$ cat src/rtl/lap_controller.sv
// Stopwatch run-mode sequencer: start/stop + lap/reset FSM with a circular lap buffer.
// Optional build macro LAP_AUTO_CYCLE_EN adds timed auto-advance while reviewing laps.
module lap_controller #(
    parameter int unsigned DIGITS     = 5,
    parameter int unsigned LAP_DEPTH  = 4,
    parameter int unsigned HOLD_TICKS = 30_000_000,
    parameter int unsigned CYCLE_DIV  = 100_000_000
) (
    input  logic                             clk,
    input  logic                             reset,
    input  logic                             start_stop_evt,
    input  logic                             lap_reset_evt,
    input  logic [DIGITS*4-1:0]              live_digits,
    output logic                             clear,
    output logic                             prepare_start,
    output logic                             running,
    output logic [DIGITS*4-1:0]              disp_digits,
    output logic [$clog2(LAP_DEPTH+1)-1:0]   lap_count,
    output logic [$clog2(LAP_DEPTH)-1:0]     lap_index,
    output logic                             review
);

    localparam int unsigned W     = DIGITS * 4;
    localparam int unsigned IdxW  = $clog2(LAP_DEPTH);
    localparam int unsigned CntW  = $clog2(LAP_DEPTH + 1);
    localparam int unsigned HoldW = (HOLD_TICKS > 0) ? $clog2(HOLD_TICKS + 1) : 1;

    localparam logic [IdxW-1:0]  LastIdx  = IdxW'(LAP_DEPTH - 1);
    localparam logic [CntW-1:0]  MaxCnt   = CntW'(LAP_DEPTH);
    localparam logic [HoldW-1:0] HoldLoad = HoldW'(HOLD_TICKS);

    typedef enum logic [1:0] {StIdle, StRun, StStop, StReview} state_e;

    state_e           state_q, state_d;
    logic             running_q, running_d;
    logic             clear_q, clear_d;
    logic             prep_q, prep_d;
    logic [W-1:0]     disp_q, disp_d;
    logic [CntW-1:0]  count_q, count_d;
    logic [IdxW-1:0]  idx_q, idx_d;
    logic [IdxW-1:0]  wr_q, wr_d;
    logic [HoldW-1:0] hold_q, hold_d;
    logic [W-1:0]     buf_q [LAP_DEPTH];
    logic             capture;
    logic [IdxW-1:0]  newest, oldest;

`ifdef LAP_AUTO_CYCLE_EN
    localparam int unsigned CycW = (CYCLE_DIV > 1) ? $clog2(CYCLE_DIV) : 1;
    localparam logic [CycW-1:0] CycLast = CycW'(CYCLE_DIV - 1);
    logic [CycW-1:0] cyc_q, cyc_d;
`else
    // CYCLE_DIV only matters when auto-cycling is built in.
    logic unused_cycle_div;
    assign unused_cycle_div = ^CYCLE_DIV;
`endif

    function automatic logic [IdxW-1:0] inc_idx(input logic [IdxW-1:0] i);
        return (i == LastIdx) ? '0 : i + 1'b1;
    endfunction

    assign newest = (wr_q == '0) ? LastIdx : wr_q - 1'b1;
    assign oldest = (count_q == MaxCnt) ? wr_q : '0;

    always_comb begin
        state_d   = state_q;
        running_d = running_q;
        clear_d   = 1'b0;
        prep_d    = 1'b0;
        count_d   = count_q;
        idx_d     = idx_q;
        wr_d      = wr_q;
        hold_d    = (state_q == StRun && hold_q != '0) ? hold_q - 1'b1 : hold_q;
        capture   = 1'b0;
`ifdef LAP_AUTO_CYCLE_EN
        cyc_d     = cyc_q;
`endif
        // start_stop is checked first everywhere, so it wins over a simultaneous lap_reset.
        unique case (state_q)
            StIdle: begin
                if (start_stop_evt) begin
                    prep_d    = 1'b1;
                    running_d = 1'b1;
                    state_d   = StRun;
                end
            end
            StRun: begin
                if (start_stop_evt) begin
                    running_d = 1'b0;
                    hold_d    = '0;
                    state_d   = StStop;
                end else if (lap_reset_evt) begin
                    capture = 1'b1;
                    wr_d    = inc_idx(wr_q);
                    count_d = (count_q == MaxCnt) ? count_q : count_q + 1'b1;
                    hold_d  = HoldLoad;
                end
            end
            StStop: begin
                if (start_stop_evt) begin
                    prep_d    = 1'b1;
                    running_d = 1'b1;
                    state_d   = StRun;
                end else if (lap_reset_evt) begin
                    if (count_q == '0) begin
                        clear_d = 1'b1;
                        state_d = StIdle;
                    end else begin
                        idx_d   = oldest;
                        state_d = StReview;
`ifdef LAP_AUTO_CYCLE_EN
                        cyc_d   = '0;
`endif
                    end
                end
            end
            StReview: begin
                if (start_stop_evt) begin
                    state_d = StStop;
                end else if (lap_reset_evt) begin
                    if (idx_q == newest) begin
                        clear_d = 1'b1;
                        count_d = '0;
                        wr_d    = '0;
                        idx_d   = '0;
                        state_d = StIdle;
                    end else begin
                        idx_d = inc_idx(idx_q);
`ifdef LAP_AUTO_CYCLE_EN
                        cyc_d = '0;
`endif
                    end
                end
`ifdef LAP_AUTO_CYCLE_EN
                else if (cyc_q == CycLast) begin
                    idx_d = (idx_q == newest) ? oldest : inc_idx(idx_q);
                    cyc_d = '0;
                end else begin
                    cyc_d = cyc_q + 1'b1;
                end
`endif
            end
            default: state_d = StIdle;
        endcase

        // Display follows the next state so it changes on the same edge as the event.
        if (state_d == StReview) begin
            disp_d = buf_q[idx_d];
        end else if (state_d == StRun && hold_d != '0) begin
            disp_d = capture ? live_digits : buf_q[newest];
        end else begin
            disp_d = live_digits;
        end
    end

    always_ff @(posedge clk) begin
        if (reset) begin
            state_q   <= StIdle;
            running_q <= 1'b0;
            clear_q   <= 1'b1;
            prep_q    <= 1'b0;
            disp_q    <= live_digits;
            count_q   <= '0;
            idx_q     <= '0;
            wr_q      <= '0;
            hold_q    <= '0;
`ifdef LAP_AUTO_CYCLE_EN
            cyc_q     <= '0;
`endif
        end else begin
            state_q   <= state_d;
            running_q <= running_d;
            clear_q   <= clear_d;
            prep_q    <= prep_d;
            disp_q    <= disp_d;
            count_q   <= count_d;
            idx_q     <= idx_d;
            wr_q      <= wr_d;
            hold_q    <= hold_d;
`ifdef LAP_AUTO_CYCLE_EN
            cyc_q     <= cyc_d;
`endif
        end
    end

    // Buffer contents are don't-care after reset, so no reset term.
    always_ff @(posedge clk) begin
        if (!reset && capture) begin
            buf_q[wr_q] <= live_digits;
        end
    end

    assign clear         = clear_q;
    assign prepare_start = prep_q;
    assign running       = running_q;
    assign disp_digits   = disp_q;
    assign lap_count     = count_q;
    assign lap_index     = idx_q;
    assign review        = (state_q == StReview);

endmodule

$ cat config.mk
export PLATFORM = sky130hd
export DESIGN_NAME = lap_controller
export DESIGN_NICKNAME = d
export VERILOG_FILES = /design/src/rtl/lap_controller.sv
export SDC_FILE = /design/constraint.sdc
export NUM_CORES = 1
export LEC_CHECK = 0
export BUFFER_PORTS_ARGS = -buffer_cell sky130_fd_sc_hd__buf_2
export CAP_MARGIN = 20
export CORE_MARGIN = 1
export CORE_UTILIZATION = 55
export DETAILED_ROUTE_END_ITERATION = 6
export HOLD_SLACK_MARGIN = 0.05
export PLACE_DENSITY_LB_ADDON = 0.05
export SYNTH_ARGS = -nofsm -noshare
export SYNTH_HDL_FRONTEND = slang
export SYNTH_SLANG_ARGS = --single-unit
$ cat constraint.sdc
create_clock -name clk -period 4.7 [get_ports clk]
set_input_delay 0.94 -clock clk [delete_from_list [all_inputs] [get_ports clk]]
set_output_delay 0.94 -clock clk [all_outputs]
set_load 0.01 [all_outputs]
==> flow_metrics.tcl, run 1 <==
set metrics [dict create \
    synth_xor_area_share_pct 2.52 \
    cp_max_fo 20 \
    cp-startpoint "hold_q[3]" \
    async_flop_share_pct 0 \
    timing.hold.ws_ns 0.489 \
    wl_per_cell_um 19.0 \
    start_kind "flop" \
    overflow 0 \
    path_cells "or4_1, or4_1, a2111oi_1, xnor2_1, nand4_1, nor4b_1, nor3_1, a211o_1, o221a_1" \
    start_util_pct 57.1 \
    clock_latency_ns 0.42 \
    netlist_instances 555 \
    ios 53 \
    antenna_left 0 \
    fillers 869 \
    fin_skew_ns 0.00885 \
    synth_mux_area_share_pct 13.9 \
    synthAdderAreaFrac_pct 1.51 \
    ctsLongestPathBuffers 2 \
    drv_slew 0 \
    crit_end "disp_digits[7]" \
    area_growth_pct 15.4 \
    core_area_um2 11600 \
    min_from "running" \
    globalRouteTotalUtil_pct 24.8 \
    dr_wl_met2_um 7110 \
    cts_hold_buffers 0 \
    vdd_drop_max_v 0.000396 \
    final_cell_mix "edfxtp_1 (80), dfxtp_1 (57), nand2_1 (55), buf_2 (52), nor2_1 (43)" \
    grt_pass1_vias 4599 \
    fmax_mhz 236 \
    yosys.area_share.simple_pct 14.3 \
    min_period_ns 4.23 \
    worstPathArrival_ns 4.53 \
    m1WireLength_um 6390 \
    cts_num_sinks 137 \
    final_common_cell "edfxtp_1" \
    antennaDiodeCount 0 \
    cts-root-buf "clkbuf_16" \
    fin_util_pct 65.9 \
    wl_met3_um 810 \
    critical_path.top_delay_family "simple AND/OR/NAND/NOR gates" \
    syn_area_per_cell_um2 11.9 \
    syn_nets 587 \
    cts_tree "built" \
    drc 2 \
    cts_htree_levels 4 \
    hold_violations 0 \
    violations "DRC" \
    die_w_um 112 \
    yosys_most_used_dff "edfxtp_1" \
    leakage_uw 0.00291 \
    hold_path.class "flop to flop" \
    cpMostUsedCell "or4_1" \
    worstRegToRegCells 9 \
    r2r_setup_slack_ns 0.47 \
    crit_type "flop to flop" \
    slew_headroom_pct 41.3 \
    rr_startpoint "hold_q[3]" \
    finalSetupViolations 0 \
    io_buffers 52 \
    path_buf_inv 0 \
    via_per_inst 6.14 \
    nets 639 \
    power_density_nw_per_um2 461 \
    synth_compound_area_share_pct 11.8 \
    whs_path_depth 2 \
    synth_top_family_by_area "simple AND/OR/NAND/NOR gates" \
    cts_resized 0 \
    synth_area_um2 6610 \
    synth_edf_count 80 \
    path_clk_slew_ns 0.06 \
    multi_input_area_um2 2920 \
    layout-drive-gt1-share_pct 24.4 \
    grt_max_degree 42 \
    firstDrtPassIters 7 \
    synth-warning-count 0 \
    vias 4688 \
    slowest_delay_ns 0.71 \
    slowest_stage "or4_1" \
    register_area_um2 3540 \
    r2r-end "disp_digits[7]" \
    fin_crit_sh_pct 90.1 \
    ys_ff_latch 137 \
    first_iter_violations 282 \
    synth_cell_type_count 57 \
    die_y_um 112 \
    yosysSeqAreaShare_pct 53.6 \
    wl_um 14500 \
    crit_required_ns 5.00 \
    row_count 39 \
    finalWeightedCongestion 0.876 \
    final.setup.tns_ns 0 \
    status "finished, violations left" \
    antenna_found_initial 0 \
    post_cts_buffers 0 \
    numCtsBuffers 17 \
    grt_pass1_wl_um 23300 \
    die_area_um2 12500 \
    hpwl_um 9260 \
    maxCapViolCount 0 \
    worstSetupPathDepth 9 \
    worst_pin_slew_ns 0.880 \
    rsz0062_at_grt "no" \
    end_kind "flop" \
    topRoutingLayerUsed "met4" \
]
Yosys cell counts, types with 6 or more instances:
| cell | n | area share (%) |
|---|---|---|
| edfxtp_1 | 80 | 36 |
| xor2_1 | 10 | 1.3 |
| a211oi_1 | 7 | 0.80 |
| nand2_1 | 55 | 3.1 |
| nor2b_1 | 6 | 0.57 |
| clkbuf_1 | 24 | 1.4 |
| nor3_1 | 11 | 0.83 |
| nand3_1 | 11 | 0.83 |
| buf_2 | 7 | 0.53 |
| or3_1 | 10 | 0.95 |
| dfxtp_1 | 57 | 17 |
| a21oi_1 | 15 | 1.1 |
| mux2_2 | 22 | 3.7 |
| o21ai_0 | 26 | 2.0 |
| xnor2_1 | 9 | 1.2 |
| mux2i_1 | 22 | 3.3 |
| nand2b_1 | 8 | 0.76 |
| ha_1 | 8 | 1.5 |
| inv_1 | 7 | 0.40 |
| o221a_1 | 20 | 3.4 |
| mux4_2 | 20 | 6.8 |
| nor2_1 | 43 | 2.4 |
routing by layer:
metal | up-vias | track usage, %
li1 | 2223 | -
met1 | 2306 | 32.0
met2 | 138 | 39.8
met3 | 21 | 6.70
met4 | 0 | 10.1
met5 | - | 0
report_power, final:
| part | switching [uW] | leakage [uW] | internal (uW) | total [uW] |
|---|---|---|---|---|
| Clock | 475 | 0.000293 | 825 | 1300 |
| Sequential | 68.3 | 0.00119 | 1350 | 1420 |
| Combinational | 472 | 0.00143 | 327 | 799 |
| Total | 1020 | 0.00291 | 2500 | 3520 |
cell families (layout without fill, tap and decap cells):
| family | Yosys count | in the layout |
|---|---|---|
| fa+ha+maj | 8 | 8 |
| flops | 137 | 137 |
| simple gates | 183 | 183 |
| compound gates | 104 | 104 |
| mux | 64 | 64 |
| xor+xnor | 19 | 19 |
| buf+inv | 40 | 105 |
sequential cells by signal, indices dropped and copies added (netlist names):
register,cells
wr_q,2
state_q,2
clear,1
buf_q,80
prepare_start,1
lap_index,2
hold_q,25
lap_count,3
running,1
disp_digits,20
how the worst min path moves through the flow:
stage / to / slack (ns)
2_1_floorplan: wr_q[1] / 0.48
3_3_place_gp: running / 0.45
3_5_place_dp: running / 0.48
4_1_cts: running / 0.49
5_1_grt: running / 0.52
6_report: running / 0.49
layout make-up:
type                            count  area share, %
Timing Repair Buffer               66           4.79
Clock inverter                      6          0.788
Clock buffer                       26           6.94
Multi-Input combinational cell    378           38.3
Sequential cell                   137           46.5
Tap cell                          143           2.35
Inverter                            7          0.345
worst min-delay path, stage by stage (launching register included):
cell and delay [ns]:
dfxtp_1 0.33, nor2_1 0.05, nor2_1 0.07
stage by stage:
step	total power, uW	setup slack, ns	instances	cell area [um2]
floorplan	2000	1.09	555	6610
global placement	2220	0.565	731	7040
detailed placement	2230	0.476	731	7040
CTS	3530	0.452	763	7630
global route	3670	0.326	763	7630
finish	3520	0.465	763	7630
Note: power is estimated with default switching activity, not from simulation.
==> run 2: changes to the inputs <==
Settings changed: GPL_ROUTABILITY_DRIVEN from default to 0, PLACE_DENSITY from default to 0.85, PLACE_DENSITY_LB_ADDON 0.05 to default.
==> run 2 against run 1 <==
  * The flow still finishes with violations (DRC)
  * Routed wire length increased by 6.9%
  * Sequential share of layout area increased by 0.084 points
  * Worst hold slack got worse by 0.0033 ns
  * Power is 1.3% higher
  * Global-route usage increased by 1.2 points
  * Critical path depth did not move
  * Sequential power hardly changed
  * Clock power up 4%
  * Register-to-register slack worse by 0.07 ns
  * Critical path type unchanged
  * Critical endpoint is now disp_digits[2]
  * Largest cell class unchanged
  * Largest power group unchanged
==> flow_metrics.tcl, run 2 (synthesis gave the netlist of run 1 again) <==
set metrics [dict create \
    start_kind "flop" \
    final_cell_mix "edfxtp_1 (80), dfxtp_1 (57), nand2_1 (55), buf_2 (52), nor2_1 (43)" \
    path_clk_slew_ns 0.06 \
    path_cells "or4_1, or4_1, a2111oi_1, xnor2_1, nand4_1, nor4b_1, nor3_1, a211o_1, o221a_1" \
    antenna_found_initial 1 \
    end_kind "flop" \
    fillers 795 \
    via_per_inst 6.40 \
    worstPathArrival_ns 4.62 \
    ios 53 \
    cts_htree_levels 4 \
    row_count 39 \
    antenna_left 0 \
    numCtsBuffers 17 \
    min_from "running" \
    status "finished, violations left" \
    crit_required_ns 5.01 \
    grt_max_degree 42 \
    cp-startpoint "hold_q[3]" \
    violations "DRC" \
    rsz0062_at_grt "no" \
    overflow 0 \
    io_buffers 52 \
    nets 635 \
    hpwl_um 9620 \
    grt_pass1_wl_um 24900 \
    area_growth_pct 15.2 \
    seq_power_share_pct 39.9 \
    power_switching_uw 1100 \
    layout-drive-gt1-share_pct 24.0 \
    vias 4867 \
    register_area_um2 3540 \
    cts_num_sinks 137 \
    cts_resized 0 \
    core_area_um2 11600 \
    worst_pin_slew_ns 1.10 \
    timing.hold.ws_ns 0.485 \
    globalRouteTotalUtil_pct 26.0 \
    wl_um 15500 \
    final.setup.tns_ns 0 \
    rr_startpoint "hold_q[3]" \
    firstDrtPassIters 7 \
    drc 4 \
    slew_headroom_pct 26.7 \
    finalSetupViolations 0 \
    internal-power_uw 2460 \
    largest_reg_flops 80 \
    drv_slew 0 \
    whs_path_depth 2 \
    hold_path.class "flop to flop" \
    power_density_nw_per_um2 468 \
    ctsLongestPathBuffers 2 \
    crit_type "flop to flop" \
    slowest_delay_ns 0.71 \
    hold_violations 0 \
    fmax_mhz 232 \
    cpMostUsedCell "or4_1" \
    leakage_uw 0.00290 \
    vdd_drop_max_v 0.000256 \
    critical_path.top_delay_family "simple AND/OR/NAND/NOR gates" \
    swShare_pct 30.9 \
    fin_crit_sh_pct 91.7 \
    wl_per_cell_um 20.4 \
    comb_power_share_pct 22.4 \
    grt_pass1_vias 4984 \
    first_iter_violations 365 \
    final_common_cell "edfxtp_1" \
    cts_tree "built" \
    cts_hold_buffers 0 \
    cts-root-buf "clkbuf_16" \
    path_buf_inv 0 \
    clkPwrFrac_pct 37.8 \
    regMostFlops "buf_q" \
    worstRegToRegCells 9 \
    post_cts_buffers 0 \
    multi_input_area_um2 2920 \
    die_area_um2 12500 \
    slowest_stage "or4_1" \
    maxCapViolCount 0 \
    die_y_um 112 \
    min_period_ns 4.31 \
    start_util_pct 57.1 \
    die_w_um 112 \
    fin_skew_ns 0.0110 \
    clock_latency_ns 0.42 \
    worstSetupPathDepth 9 \
    cp_max_fo 20 \
]
-- run 2: power groups by stage --
stage | registers (uW) | clock network (uW) | logic (uW)
after global routing | 1430 | 1410 | 868
final | 1420 | 1350 | 798
after global placement | 1440 | 0 | 747
after floorplan | 1440 | 0 | 559
after CTS | 1420 | 1350 | 784
after detailed placement | 1440 | 0 | 770
-- run 2: path summary, 6_finish.rpt --
path / to / slack [ns]
max: disp_digits[2] / 0.39
min: running / 0.49
max reg2reg: disp_digits[2] / 0.39
min reg2reg: running / 0.49
-- run 2: cell type report --
| class | instances | share of cell area, % |
|---|---|---|
| diodes | 1 | 0.0329 |
| clock buffers | 18 | 5.64 |
| clock inverters | 14 | 2.12 |
| inverters | 7 | 0.345 |
| multi-input cells | 378 | 38.4 |
| flip-flops and latches | 137 | 46.5 |
| well taps | 143 | 2.35 |
| repair buffers | 62 | 4.57 |
-- run 2: stage by stage --
stage          instance area (um2)  total power (uW)  cells  utilization, %  setup WS (ns)
2_1_floorplan                 6610              2000    555               -           1.09
3_3_place_gp                  7000              2180    726            60.5          0.541
3_5_place_dp                  7000              2210    726            60.5          0.440
4_1_cts                       7590              3550    758            65.6          0.398
5_1_grt                       7610              3700    760            65.8          0.153
6_report                      7610              3560    760            65.8          0.391
-- run 2: worst reg2reg max path, cell delays in order (launching register included) --
cell       delay, ns
dfxtp_1         0.38
or4_1           0.70
or4_1           0.72
a2111oi_1       0.53
xnor2_1         0.20
nand4_1         0.13
nor4b_1         0.44
nor3_1          0.09
a211o_1         0.61
o221a_1         0.41
-- run 2: metal layers --
layer,vias to the layer above,GRT usage [%],part of all wire [%]
met5,-,0,0
met4,0,12.3,1.9
met3,28,5.82,7.3
met2,220,43.0,50
met1,2393,32.5,40
li1,2226,-,-
==> run 3: changes to the inputs <==
Clock period 4.7 ns to 4.9 ns, I/O delays scaled along.
==> run 3 against run 2 <==
  * Clock skew is 0.00055 ns lower
  * First-iteration DRC count is 26% higher
  * Via count up 0.49%
  * The run still ends with DRC left
  * Highest routed layer unchanged
  * Utilization rose by 0.45 points
  * Cell count is 0.13% lower
  * Routed wire length down 3.2%
  * Clock power about the same
  * Critical endpoint is now disp_digits[8]
  * Die area did not move
==> flow_metrics.tcl, run 3 (synthesis gave the netlist of run 1 again) <==
set metrics [dict create \
    final_cell_mix "edfxtp_1 (80), dfxtp_1 (57), nand2_1 (55), buf_2 (52), nor2_1 (43)" \
    total_power_uw 3450 \
    layout-drive-gt1-share_pct 24.0 \
    nets 635 \
    die_y_um 112 \
    power_density_nw_per_um2 450 \
    worstPathArrival_ns 4.61 \
    dp_slack_ns 0.690 \
    status "finished, violations left" \
    row_count 39 \
    start_kind "flop" \
    cts_htree_levels 4 \
    min_period_ns 4.32 \
    rsz0062_at_grt "no" \
    via_per_inst 6.44 \
    final_area_um2 7660 \
    hold_path.class "flop to flop" \
    post_cts_buffers 0 \
    antenna_left 0 \
    fmax_mhz 232 \
    final_common_cell "edfxtp_1" \
    fin_crit_sh_pct 88.1 \
    busiest_layer "met2" \
    postPlaceCellArea_um2 6980 \
    ios 53 \
    cts_hold_buffers 0 \
    cp_max_fo 20 \
    cts-root-buf "clkbuf_16" \
    wl_per_cell_um 19.8 \
    hold_violations 0 \
    crit_type "flop to flop" \
    timing.hold.ws_ns 0.473 \
    regMostFlops "buf_q" \
    start_util_pct 57.1 \
    largest_reg_flops 80 \
    clock_latency_ns 0.42 \
    use_met3_pct 5.28 \
    met1_usage_pct 31.9 \
    area_growth_pct 16.0 \
    fin_skew_ns 0.0105 \
    cts_tree "built" \
    io_buffers 52 \
    antenna_found_initial 0 \
    first_iter_violations 461 \
    cts_resized 0 \
    antennaDiodeCount 0 \
    end_kind "flop" \
    worst_pin_slew_ns 1.13 \
    globalRouteTotalUtil_pct 25.0 \
    grt_max_degree 42 \
    hpwl_um 9140 \
    numCtsBuffers 17 \
    firstDrtPassIters 7 \
    die_area_um2 12500 \
    ctsLongestPathBuffers 2 \
    drc 2 \
    grt_pass1_vias 4825 \
    path_clk_slew_ns 0.06 \
    crit_required_ns 5.20 \
    setup_ws_ns 0.585 \
    cts_num_sinks 137 \
    slew_headroom_pct 24.4 \
    die_w_um 112 \
    leakage_uw 0.00292 \
    core_area_um2 11600 \
    finalSetupViolations 0 \
    final.setup.tns_ns 0 \
    grt_pass1_wl_um 24100 \
    maxCapViolCount 0 \
    overflow 0 \
    vias 4891 \
    grt_use_met2_pct 41.3 \
    drv_slew 0 \
    violations "DRC" \
    wl_um 15000 \
    vdd_drop_max_v 0.000263 \
]
## run 3: changes by cell type in the layout (fill, tap and decap cells not counted)
cell / before / now
buf_8: 0 / 3
bufinv_16: 2 / 3
buf_16: 0 / 1
clkinv_2: 2 / 1
clkinv_4: 0 / 2
buf_12: 1 / 0
buf_4: 9 / 6
inv_6: 7 / 5
diode_2: 1 / 0
## run 3: final timing paths
check	depth (start not counted)	end	start	slack [ns]
max	9	disp_digits[8]	hold_q[3]	0.58
min	2	running	running	0.47
max reg2reg	9	disp_digits[8]	hold_q[3]	0.58
min reg2reg	2	running	running	0.47
## run 3: routing by layer
metal  vias to the layer above  part of all wire (%)
li1                       2223                     -
met1                      2400                    41
met5                         -                     0
met2                       242                    50
met3                        26                   7.6
met4                         0                   1.4
## run 3: metrics by stage
stage               instances  util [%]
floorplan                 555         -
global placement          723      60.3
detailed placement        723      60.3
CTS                       755      65.6
global route              759      66.3
finish                    759      66.3
## run 3: final cells by class
| cell class | instances | area (um2) |
|---|---|---|
| Clock buffer | 18 | 429 |
| Clock inverter | 14 | 186 |
| Fill cell | 768 | 3900 |
| Inverter | 7 | 26.3 |
| Multi-Input combinational cell | 378 | 2920 |
| Sequential cell | 137 | 3540 |
| Tap cell | 143 | 179 |
| Timing Repair Buffer | 62 | 378 |
## run 3: worst max-delay path, cell delays in order, from the launching register on
cell,delay (ns)
dfxtp_1,0.38
or4_1,0.70
or4_1,0.70
a2111oi_1,0.51
xnor2_1,0.20
nand4_1,0.14
nor4b_1,0.43
nor3_1,0.09
a211o_1,0.62
o221a_1,0.41
## run 3: where the power goes
part / total, uW / internal (uW) / switching, uW
clock network: 1330 / 816 / 515
registers: 1360 / 1300 / 65.4
logic: 759 / 300 / 460
